<file path="src/rtl/alu_issue_decoder.sv">
// RV32I issue-stage decoder: turns one instruction plus its register operands into
// an ALU control code and operand pair, registered behind a valid/ready skid buffer.
module alu_issue_decoder #(
  parameter int XLEN    = 32,
  parameter bit SKID_EN = 1'b1
) (
  input  logic            clk,
  input  logic            reset,
  input  logic            flush,
  input  logic            in_valid,
  output logic            in_ready,
  input  logic [31:0]     in_instr,
  input  logic [XLEN-1:0] in_pc,
  input  logic [XLEN-1:0] in_rs1_data,
  input  logic [XLEN-1:0] in_rs2_data,
  output logic            out_valid,
  input  logic            out_ready,
  output logic [3:0]      out_alu_ctrl,
  output logic [XLEN-1:0] out_a,
  output logic [XLEN-1:0] out_b,
  output logic [XLEN-1:0] out_imm,
  output logic [4:0]      out_rd,
  output logic            out_we,
  output logic            out_branch,
  output logic            out_br_invert,
  output logic            out_illegal
);

  typedef enum logic [3:0] {
    ALU_ADD   = 4'b0000,
    ALU_SUB   = 4'b0001,
    ALU_AND   = 4'b0010,
    ALU_OR    = 4'b0011,
    ALU_XOR   = 4'b0100,
    ALU_SLT   = 4'b0101,
    ALU_SLTU  = 4'b0110,
    ALU_AUIPC = 4'b1000,
    ALU_LUI   = 4'b1001,
    ALU_SLL   = 4'b1010,
    ALU_SRA   = 4'b1011,
    ALU_SRL   = 4'b1100
  } alu_op_e;

  typedef struct packed {
    alu_op_e         alu_ctrl;
    logic [XLEN-1:0] a;
    logic [XLEN-1:0] b;
    logic [XLEN-1:0] imm;
    logic [4:0]      rd;
    logic            we;
    logic            branch;
    logic            br_invert;
    logic            illegal;
  } bundle_t;

  localparam logic [6:0] OPC_OP     = 7'b0110011;
  localparam logic [6:0] OPC_OP_IMM = 7'b0010011;
  localparam logic [6:0] OPC_LUI    = 7'b0110111;
  localparam logic [6:0] OPC_AUIPC  = 7'b0010111;
  localparam logic [6:0] OPC_LOAD   = 7'b0000011;
  localparam logic [6:0] OPC_STORE  = 7'b0100011;
  localparam logic [6:0] OPC_JAL    = 7'b1101111;
  localparam logic [6:0] OPC_JALR   = 7'b1100111;
  localparam logic [6:0] OPC_BRANCH = 7'b1100011;
  localparam logic [6:0] F7_ZERO    = 7'b0000000;
  localparam logic [6:0] F7_ALT     = 7'b0100000;

  logic [6:0]      opcode, funct7;
  logic [2:0]      funct3;
  logic [XLEN-1:0] imm_i, imm_s, imm_b, imm_u, imm_j;
  logic [XLEN-1:0] shamt_rs2, shamt_imm;
  logic            legal, writes_rd;
  bundle_t         dec;

  assign opcode    = in_instr[6:0];
  assign funct3    = in_instr[14:12];
  assign funct7    = in_instr[31:25];
  assign imm_i     = {{(XLEN-12){in_instr[31]}}, in_instr[31:20]};
  assign imm_s     = {{(XLEN-12){in_instr[31]}}, in_instr[31:25], in_instr[11:7]};
  assign imm_b     = {{(XLEN-12){in_instr[31]}}, in_instr[7], in_instr[30:25],
                      in_instr[11:8], 1'b0};
  assign imm_u     = {in_instr[31:12], 12'h000};
  assign imm_j     = {{(XLEN-20){in_instr[31]}}, in_instr[19:12], in_instr[20],
                      in_instr[30:21], 1'b0};
  assign shamt_rs2 = {{(XLEN-5){1'b0}}, in_rs2_data[4:0]};
  assign shamt_imm = {{(XLEN-5){1'b0}}, in_instr[24:20]};

  // NOTE: combinational blocks use blocking '=' and give every output a default
  // first, so later branches override cleanly and no latch can be inferred.
  always_comb begin
    dec       = '0;
    legal     = 1'b1;
    writes_rd = 1'b0;
    case (opcode)
      OPC_OP: begin
        dec.a     = in_rs1_data;
        dec.b     = in_rs2_data;
        writes_rd = 1'b1;
        if (funct7 == F7_ZERO) begin
          case (funct3)
            3'b000:  dec.alu_ctrl = ALU_ADD;
            3'b001:  begin dec.alu_ctrl = ALU_SLL; dec.b = shamt_rs2; end
            3'b010:  dec.alu_ctrl = ALU_SLT;
            3'b011:  dec.alu_ctrl = ALU_SLTU;
            3'b100:  dec.alu_ctrl = ALU_XOR;
            3'b101:  begin dec.alu_ctrl = ALU_SRL; dec.b = shamt_rs2; end
            3'b110:  dec.alu_ctrl = ALU_OR;
            default: dec.alu_ctrl = ALU_AND;
          endcase
        end else if (funct7 == F7_ALT && funct3 == 3'b000) begin
          dec.alu_ctrl = ALU_SUB;
        end else if (funct7 == F7_ALT && funct3 == 3'b101) begin
          dec.alu_ctrl = ALU_SRA;
          dec.b        = shamt_rs2;
        end else begin
          legal = 1'b0;
        end
      end
      OPC_OP_IMM: begin
        dec.a     = in_rs1_data;
        dec.b     = imm_i;
        dec.imm   = imm_i;
        writes_rd = 1'b1;
        case (funct3)
          3'b000: dec.alu_ctrl = ALU_ADD;
          3'b010: dec.alu_ctrl = ALU_SLT;
          3'b011: dec.alu_ctrl = ALU_SLTU;
          3'b100: dec.alu_ctrl = ALU_XOR;
          3'b110: dec.alu_ctrl = ALU_OR;
          3'b111: dec.alu_ctrl = ALU_AND;
          3'b001: begin
            dec.alu_ctrl = ALU_SLL;
            dec.b        = shamt_imm;
            legal        = (funct7 == F7_ZERO);
          end
          default: begin
            dec.alu_ctrl = (funct7 == F7_ALT) ? ALU_SRA : ALU_SRL;
            dec.b        = shamt_imm;
            legal        = (funct7 == F7_ZERO) || (funct7 == F7_ALT);
          end
        endcase
      end
      OPC_LUI: begin
        dec.alu_ctrl = ALU_LUI;
        dec.b        = imm_u;
        dec.imm      = imm_u;
        writes_rd    = 1'b1;
      end
      OPC_AUIPC: begin
        dec.alu_ctrl = ALU_AUIPC;
        dec.a        = in_pc;
        dec.b        = imm_u;
        dec.imm      = imm_u;
        writes_rd    = 1'b1;
      end
      OPC_LOAD: begin
        dec.a     = in_rs1_data;
        dec.b     = imm_i;
        dec.imm   = imm_i;
        writes_rd = 1'b1;
      end
      OPC_STORE: begin
        dec.a   = in_rs1_data;
        dec.b   = imm_s;
        dec.imm = imm_s;
      end
      OPC_JAL, OPC_JALR: begin
        // The ALU forms the link value pc+4; the jump target leaves via out_imm.
        dec.a     = in_pc;
        dec.b     = XLEN'(4);
        dec.imm   = (opcode == OPC_JAL) ? imm_j : imm_i;
        writes_rd = 1'b1;
      end
      OPC_BRANCH: begin
        dec.a      = in_rs1_data;
        dec.b      = in_rs2_data;
        dec.imm    = imm_b;
        dec.branch = 1'b1;
        case (funct3)
          3'b000:  dec.alu_ctrl = ALU_SUB;
          3'b001:  begin dec.alu_ctrl = ALU_SUB;  dec.br_invert = 1'b1; end
          3'b100:  begin dec.alu_ctrl = ALU_SLT;  dec.br_invert = 1'b1; end
          3'b101:  dec.alu_ctrl = ALU_SLT;
          3'b110:  begin dec.alu_ctrl = ALU_SLTU; dec.br_invert = 1'b1; end
          3'b111:  dec.alu_ctrl = ALU_SLTU;
          default: legal = 1'b0;
        endcase
      end
      default: legal = 1'b0;
    endcase
    if (writes_rd) begin
      dec.rd = in_instr[11:7];
      dec.we = (in_instr[11:7] != 5'd0);
    end
    if (!legal) begin
      dec         = '0;
      dec.illegal = 1'b1;
    end
  end

  bundle_t out_q, out_d, skid_q, skid_d;
  logic    out_valid_q, out_valid_d, skid_valid_q, skid_valid_d;
  logic    in_ready_q, in_ready_d;
  logic    accept, out_free;

  assign out_free = !out_valid_q || out_ready;
  assign in_ready = SKID_EN ? (in_ready_q && !reset) : (out_free && !reset);
  assign accept   = in_valid && in_ready;

  always_comb begin
    out_d        = out_q;
    out_valid_d  = out_valid_q;
    skid_d       = skid_q;
    skid_valid_d = skid_valid_q;
    if (flush) begin
      out_valid_d  = 1'b0;
      skid_valid_d = 1'b0;
    end else if (out_free) begin
      if (skid_valid_q) begin
        out_d        = skid_q;
        out_valid_d  = 1'b1;
        skid_valid_d = 1'b0;
      end else begin
        out_valid_d = accept;
        if (accept) out_d = dec;
      end
    end else if (accept && SKID_EN) begin
      skid_d       = dec;
      skid_valid_d = 1'b1;
    end
    in_ready_d = !skid_valid_d;
  end

  // NOTE: sequential state uses non-blocking '<=' so every flop samples the
  // pre-edge values regardless of block ordering.
  always_ff @(posedge clk) begin
    if (reset) begin
      out_q        <= '0;
      out_valid_q  <= 1'b0;
      skid_valid_q <= 1'b0;
      in_ready_q   <= 1'b1;
    end else begin
      out_q        <= out_d;
      out_valid_q  <= out_valid_d;
      skid_valid_q <= skid_valid_d;
      in_ready_q   <= in_ready_d;
    end
  end

  // NOTE: the skid payload is qualified by skid_valid_q, so it carries no reset.
  always_ff @(posedge clk) begin
    skid_q <= skid_d;
  end

  assign out_valid     = out_valid_q;
  assign out_alu_ctrl  = out_q.alu_ctrl;
  assign out_a         = out_q.a;
  assign out_b         = out_q.b;
  assign out_imm       = out_q.imm;
  assign out_rd        = out_q.rd;
  assign out_we        = out_q.we;
  assign out_branch    = out_q.branch;
  assign out_br_invert = out_q.br_invert;
  assign out_illegal   = out_q.illegal;

endmodule

</file>
<file path="config.mk">
export PLATFORM = sky130hd
export DESIGN_NAME = alu_issue_decoder
export DESIGN_NICKNAME = d
export VERILOG_FILES = /design/src/rtl/alu_issue_decoder.sv
export SDC_FILE = /design/constraint.sdc
export NUM_CORES = 1
export LEC_CHECK = 0
export BUFFER_PORTS_ARGS = -buffer_cell sky130_fd_sc_hd__buf_2
export CORE_MARGIN = 2
export CORE_UTILIZATION = 27
export CTS_CLUSTER_SIZE = 14
export DETAILED_ROUTE_END_ITERATION = 10
export PLACE_DENSITY_LB_ADDON = 0.15
export SLEW_MARGIN = 20
export SYNTH_ARGS = -nofsm -noshare
export SYNTH_HDL_FRONTEND = slang
export SYNTH_SLANG_ARGS = --single-unit
</file>
<file path="constraint.sdc">
create_clock -name clk -period 20.8 [get_ports clk]
set_input_delay 0 -clock clk [delete_from_list [all_inputs] [get_ports clk]]
set_output_delay 0 -clock clk [all_outputs]
set_load 0.02 [all_outputs]
</file>
* Word level (Yosys, flattened, before mapping) *
Index checks and enable logic that the tools add are counted.
W data, S select, Z words.

word-level totals
  bits in registers = 221
  input port bits = 133
  output and inout port bits = 111
  word-level logic and storage cells = 104

cells by class
  equal/unequal tests = 17
  muxes and demuxes = 34
  bitwise logic cells = 2
  reduce and logical (&&, ||, !) cells = 30

operator list
  kind                  number
  $mux W109             3
  $pmux W32 S7          1
  $mux W32              5
  $pmux W32 S5          1
  $pmux W32 S2          1
  $pmux W4 S7           2
  $eq A7 B6 Y1 const B  4
  $eq A7 B7 Y1 const B  3
  $mux W20              1
  $pmux W4 S5           1
  $reduce_or A6 Y1      3
  $reduce_or A2 Y1      8
  $eq A7 B5 Y1 const B  2
  $eq A3 B3 Y1 const B  4
  $mux W4               3
  $mux W1               10
  $pmux W3 S3           1
  $eq A7 B2 Y1 const B  1
  $logic_not A7 Y1      1
  $reduce_or A7 Y1      1
  $eq A3 B2 Y1 const B  2
  $mux W6               1
  $reduce_and A3 Y1     2
  $reduce_or A3 Y1      2
  other kinds (13)      20

* Depth between registers and ports, before layout *
  depth after elaboration = 9
  depth in mapped cells = 12
  depth with buffers taken out = 9

* Least setup slack after synthesis *
Ideal clock, no wire load.

  kind = reg2reg
  start = register out_valid_q (netlist: out_valid)
  end = register skid_q[0] in the netlist's numbering, enable pin
  setup time = 0.857 ns
  arrival time = 10.826 ns
  data required time = 19.943 ns
  slack = 9.117 ns
  stages on the path, launching flop included = 3
  buffers on the path = 0
  period minus slack after synthesis = 11.683 ns
  cell sequence = dfxtp_1 nand2b_1 nor4_1

between the ends
  word-level cells in the longest chain between the ends = 4

ends and longest elaborated chain
  item                                RTL line  source
  start: declaration                  202       logic out_valid_q, out_valid_d, skid_valid_q, skid_valid_d;
  start signal: assignment            244       out_valid_q <= out_valid_d;
  $logic_not A1 Y1                    206       assign out_free = !out_valid_q || out_ready;
  $logic_or A1 B1 Y1                  206
  $not A1 Y1 (no source line)         -
  $reduce_and A3 Y1 (no source line)  -
  end signal: assignment              252       skid_q <= skid_d;
  end: declaration                    201       bundle_t out_q, out_d, skid_q, skid_d;

Every way passes these cells.
A chain may end at the register's enable or synchronous reset.

==> impl_metrics.toml <==
[synthesis]
ys_types = 57
async_flop_share_pct = 0
synth-xor-area-share_pct = 0.08648
synth_compound_area_share_pct = 22.50
yosys_register_bits = 221
synth.area.top_cells = "edfxtp_1 32%, dfxtp_1 22%, nor2_1 6.6%"
syn-num-nets = 1175
yosys_warnings = 0
synth_area_leader_cell = "edfxtp_1"
synth.avg_cell_area_sq_um = 9.756
synth_mux_area_share_pct = 0.3089
synth_fa_ha_area_share_pct = 0.4942
synth_cells = 1038
yosysTopAreaCellShare_pct = 32.32
synth_ff_type = "dfxtp_1"
synth_top_family_by_area = "compound AO/OA/AOI/OAI gates"
ys_seq_area_share_pct = 54.46
synth_edf_count = 109
synth.cell_area_sq_um = 10130
yosys.area_share.simple_pct = 17.79

[placement]
place_congestion = 0.8270
port_buffers = 243
hpwl_mm = 22.26
place_area_sq_um = 11710

[clocking]
cts_buffers = 28
clkTransAtPathRegs_ns = 0.06
cts_tree = "done"
clockBufferDepth = 3
h-tree-depth = 1
clk_root_buffer_cell = "clkbuf_16"
ctsResizeCount = 0
insertion_delay_ns = 0.55
clock_sinks = 221

[final_layout]
areaGrowthSynthToFinish_pct = 40.03
fill_cells = 3720
num-nets-final = 1517
final_cell_area_sq_um = 14180
drive_gt1_share_pct = 23.68

[global_routing]
antenna_found_initial = 1
grt_pass1_wl_mm = 56.16
grt_usage_pct = 18.44
grt_pass1_vias = 9349
grt_max_degree = 119
gr-total-overflow = 0

[die]
num_rows = 70
die_h_um = 197.7
die-area_sq_um = 39070
die_w_um = 197.7
initial_utilization_pct = 27.53
coreArea_sq_um = 36790
ioPinCount = 244

[sta]
relSlewSlack_pct = 29.83
maxSlewViolCount = 0
post-route-min-period_ns = 3.607
finalHoldViolCount = 0
tightest_slew_ns = 1.052
finalCritPeriodShare_pct = 17.34
setup_tns_ns = 0
skew_ns = 0.01399
fmax_mhz = 277.3
rsz0062_at_grt = "no"
setup_violations = 0

[flow_run]
maxCapViolations = 0

[route]
routed_wl_mm = 37.13
dr.pass1.iters = 5
drcViolationCount = 0
via_count = 9579
viasPerCell = 5.120
first_iter_violations = 479
wire_per_inst_um = 19.85
antenna_left = 0

[power]
ir_drop_v = 0.00006692
power.leakage_uw = 0.005653
p_per_area_nw_per_um2 = 73.56

[setup_path]
cp-end-kind = "register"
worst_setup_path_start_kind = "input pin"
cp_data_required_time_ns = 21.09
arrival_ns = 3.90
crit_fanout = 76
crit_type = "input pin to register"

[outcome]
status = "complete, no violations"

[min_path]
hold_class = "input pin to register"
[cells in the mapped netlist, types with 2 or more instances]
library cell / n
o221ai_1: 2
a311oi_1: 6
nor4_1: 2
or4_1: 2
nor2b_1: 13
or2_2: 4
o2bb2ai_1: 3
a21oi_1: 117
nand3b_1: 3
a211oi_1: 7
nor4b_1: 2
a221oi_1: 36
ha_1: 4
and2_1: 9
o31a_1: 33
nor3_1: 42
o31ai_1: 3
nand3_1: 7
o21a_1: 15
o22ai_1: 49
clkbuf_1: 81
a211oi_2: 2
or4_4: 2
a22oi_1: 43
nor3_2: 10
edfxtp_1: 109
buf_2: 11
o21ai_0: 9
nand2_1: 13
and3_1: 59
mux2i_1: 2
buf_6: 2
nor2_1: 178
buf_1: 3
nand2b_1: 10
inv_1: 12
dfxtp_1: 112
a21o_1: 2
[critical path: stages]
cell,delay (ns)
dlygate4sd3_1,0.55
buf_2,0.25
nand2b_1,0.33
nor3_2,0.08
buf_4,0.28
a2111oi_2,0.41
nand2_2,0.29
clkinv_2,0.43
buf_4,0.73
nor2_1,0.25
and2_1,0.23
[path summary, 6_finish.rpt]
kind,slack [ns],end,start,cells past startpoint
worst max-delay path,17.19,skid_q[8]$_DFFE_PP_,in_instr[6],11
worst max register to register,18.00,out_b[14]$_SDFFE_PP0P_,skid_valid_q$_SDFF_PP0_,5
worst min register to register,0.48,out_imm[3]$_SDFFE_PP0P_,out_imm[3]$_SDFFE_PP0P_,2
worst min-delay path,0.006,out_a[3]$_SDFFE_PP0P_,reset,2
[sequential cells by signal, indices dropped and copies added, names as in the netlist]
| register | count |
|---|---|
| skid_q | 109 |
| out_we | 1 |
| out_a | 32 |
| out_alu_ctrl | 4 |
| skid_valid_q | 1 |
| out_illegal | 1 |
| out_br_invert | 1 |
| out_imm | 32 |
| in_ready_q | 1 |
| out_rd | 5 |
| out_branch | 1 |
| out_b | 32 |
| out_valid | 1 |
[placed cells by master (no fill, tap or decap), types with 13 or more instances in the layout]
cell type      count
o22ai_1           49
clkbuf_16         29
nor2b_1           13
edfxtp_1         109
a221oi_1          36
nor3_1            40
and3_1            59
a21oi_1          115
dlygate4sd3_1    154
buf_2            242
dfxtp_1          111
a22oi_1           43
o21a_1            15
o31a_1            33
nor2_1           178
[cells by family after synthesis]
| kind of cell | after synthesis |
|---|---|
| simple gates | 362 |
| xor+xnor | 1 |
| flops | 221 |
| buf+inv | 110 |
| mux | 3 |
| compound gates | 337 |
| fa+ha+maj | 4 |
[area by class of cell]
type | count | area [sq um] | area share, %
flip-flops and latches | 221 | 5519 | 38.92
multi-input cells | 707 | 4237 | 29.87
repair buffers | 409 | 2863 | 20.19
clock buffers | 46 | 869.6 | 6.132
well taps | 468 | 585.6 | 4.129
clock inverters | 6 | 55.05 | 0.3882
inverters | 13 | 50.05 | 0.3529
diodes | 1 | 2.502 | 0.01765
[layer usage]
layer	global-route usage (%)	routed length, um
met1	25.59	17130
met2	29.90	16820
met3	3.244	2400
met4	4.121	780
met5	0	0
[what timing repair did]
action,4_1_cts,5_1_grt
endpoints found under the hold margin,166,0
hold buffers,154,0
buffers inserted,0,0
[report_power, final]
group          internal (uW)  switching (uW)
Sequential               459            2.77
Combinational           42.1            55.9
Clock                    295             189
Total                    796             247
[stage by stage]
stage                     util (%)  total power [uW]  setup slack, ns  instances  hold WS, ns
after global placement       31.83             550.6            17.14       1664       0.2515
after global routing         38.54              1081            16.88       1870      0.03472
after detailed placement     31.83             550.7            17.14       1664       0.2524
after floorplan                  -             513.9            9.117       1038      0.07276
final                        38.55              1043            17.19       1871     0.005555
after CTS                    38.53              1056            17.21       1870     0.001348
No activity file was read; power rests on OpenSTA's default activity.
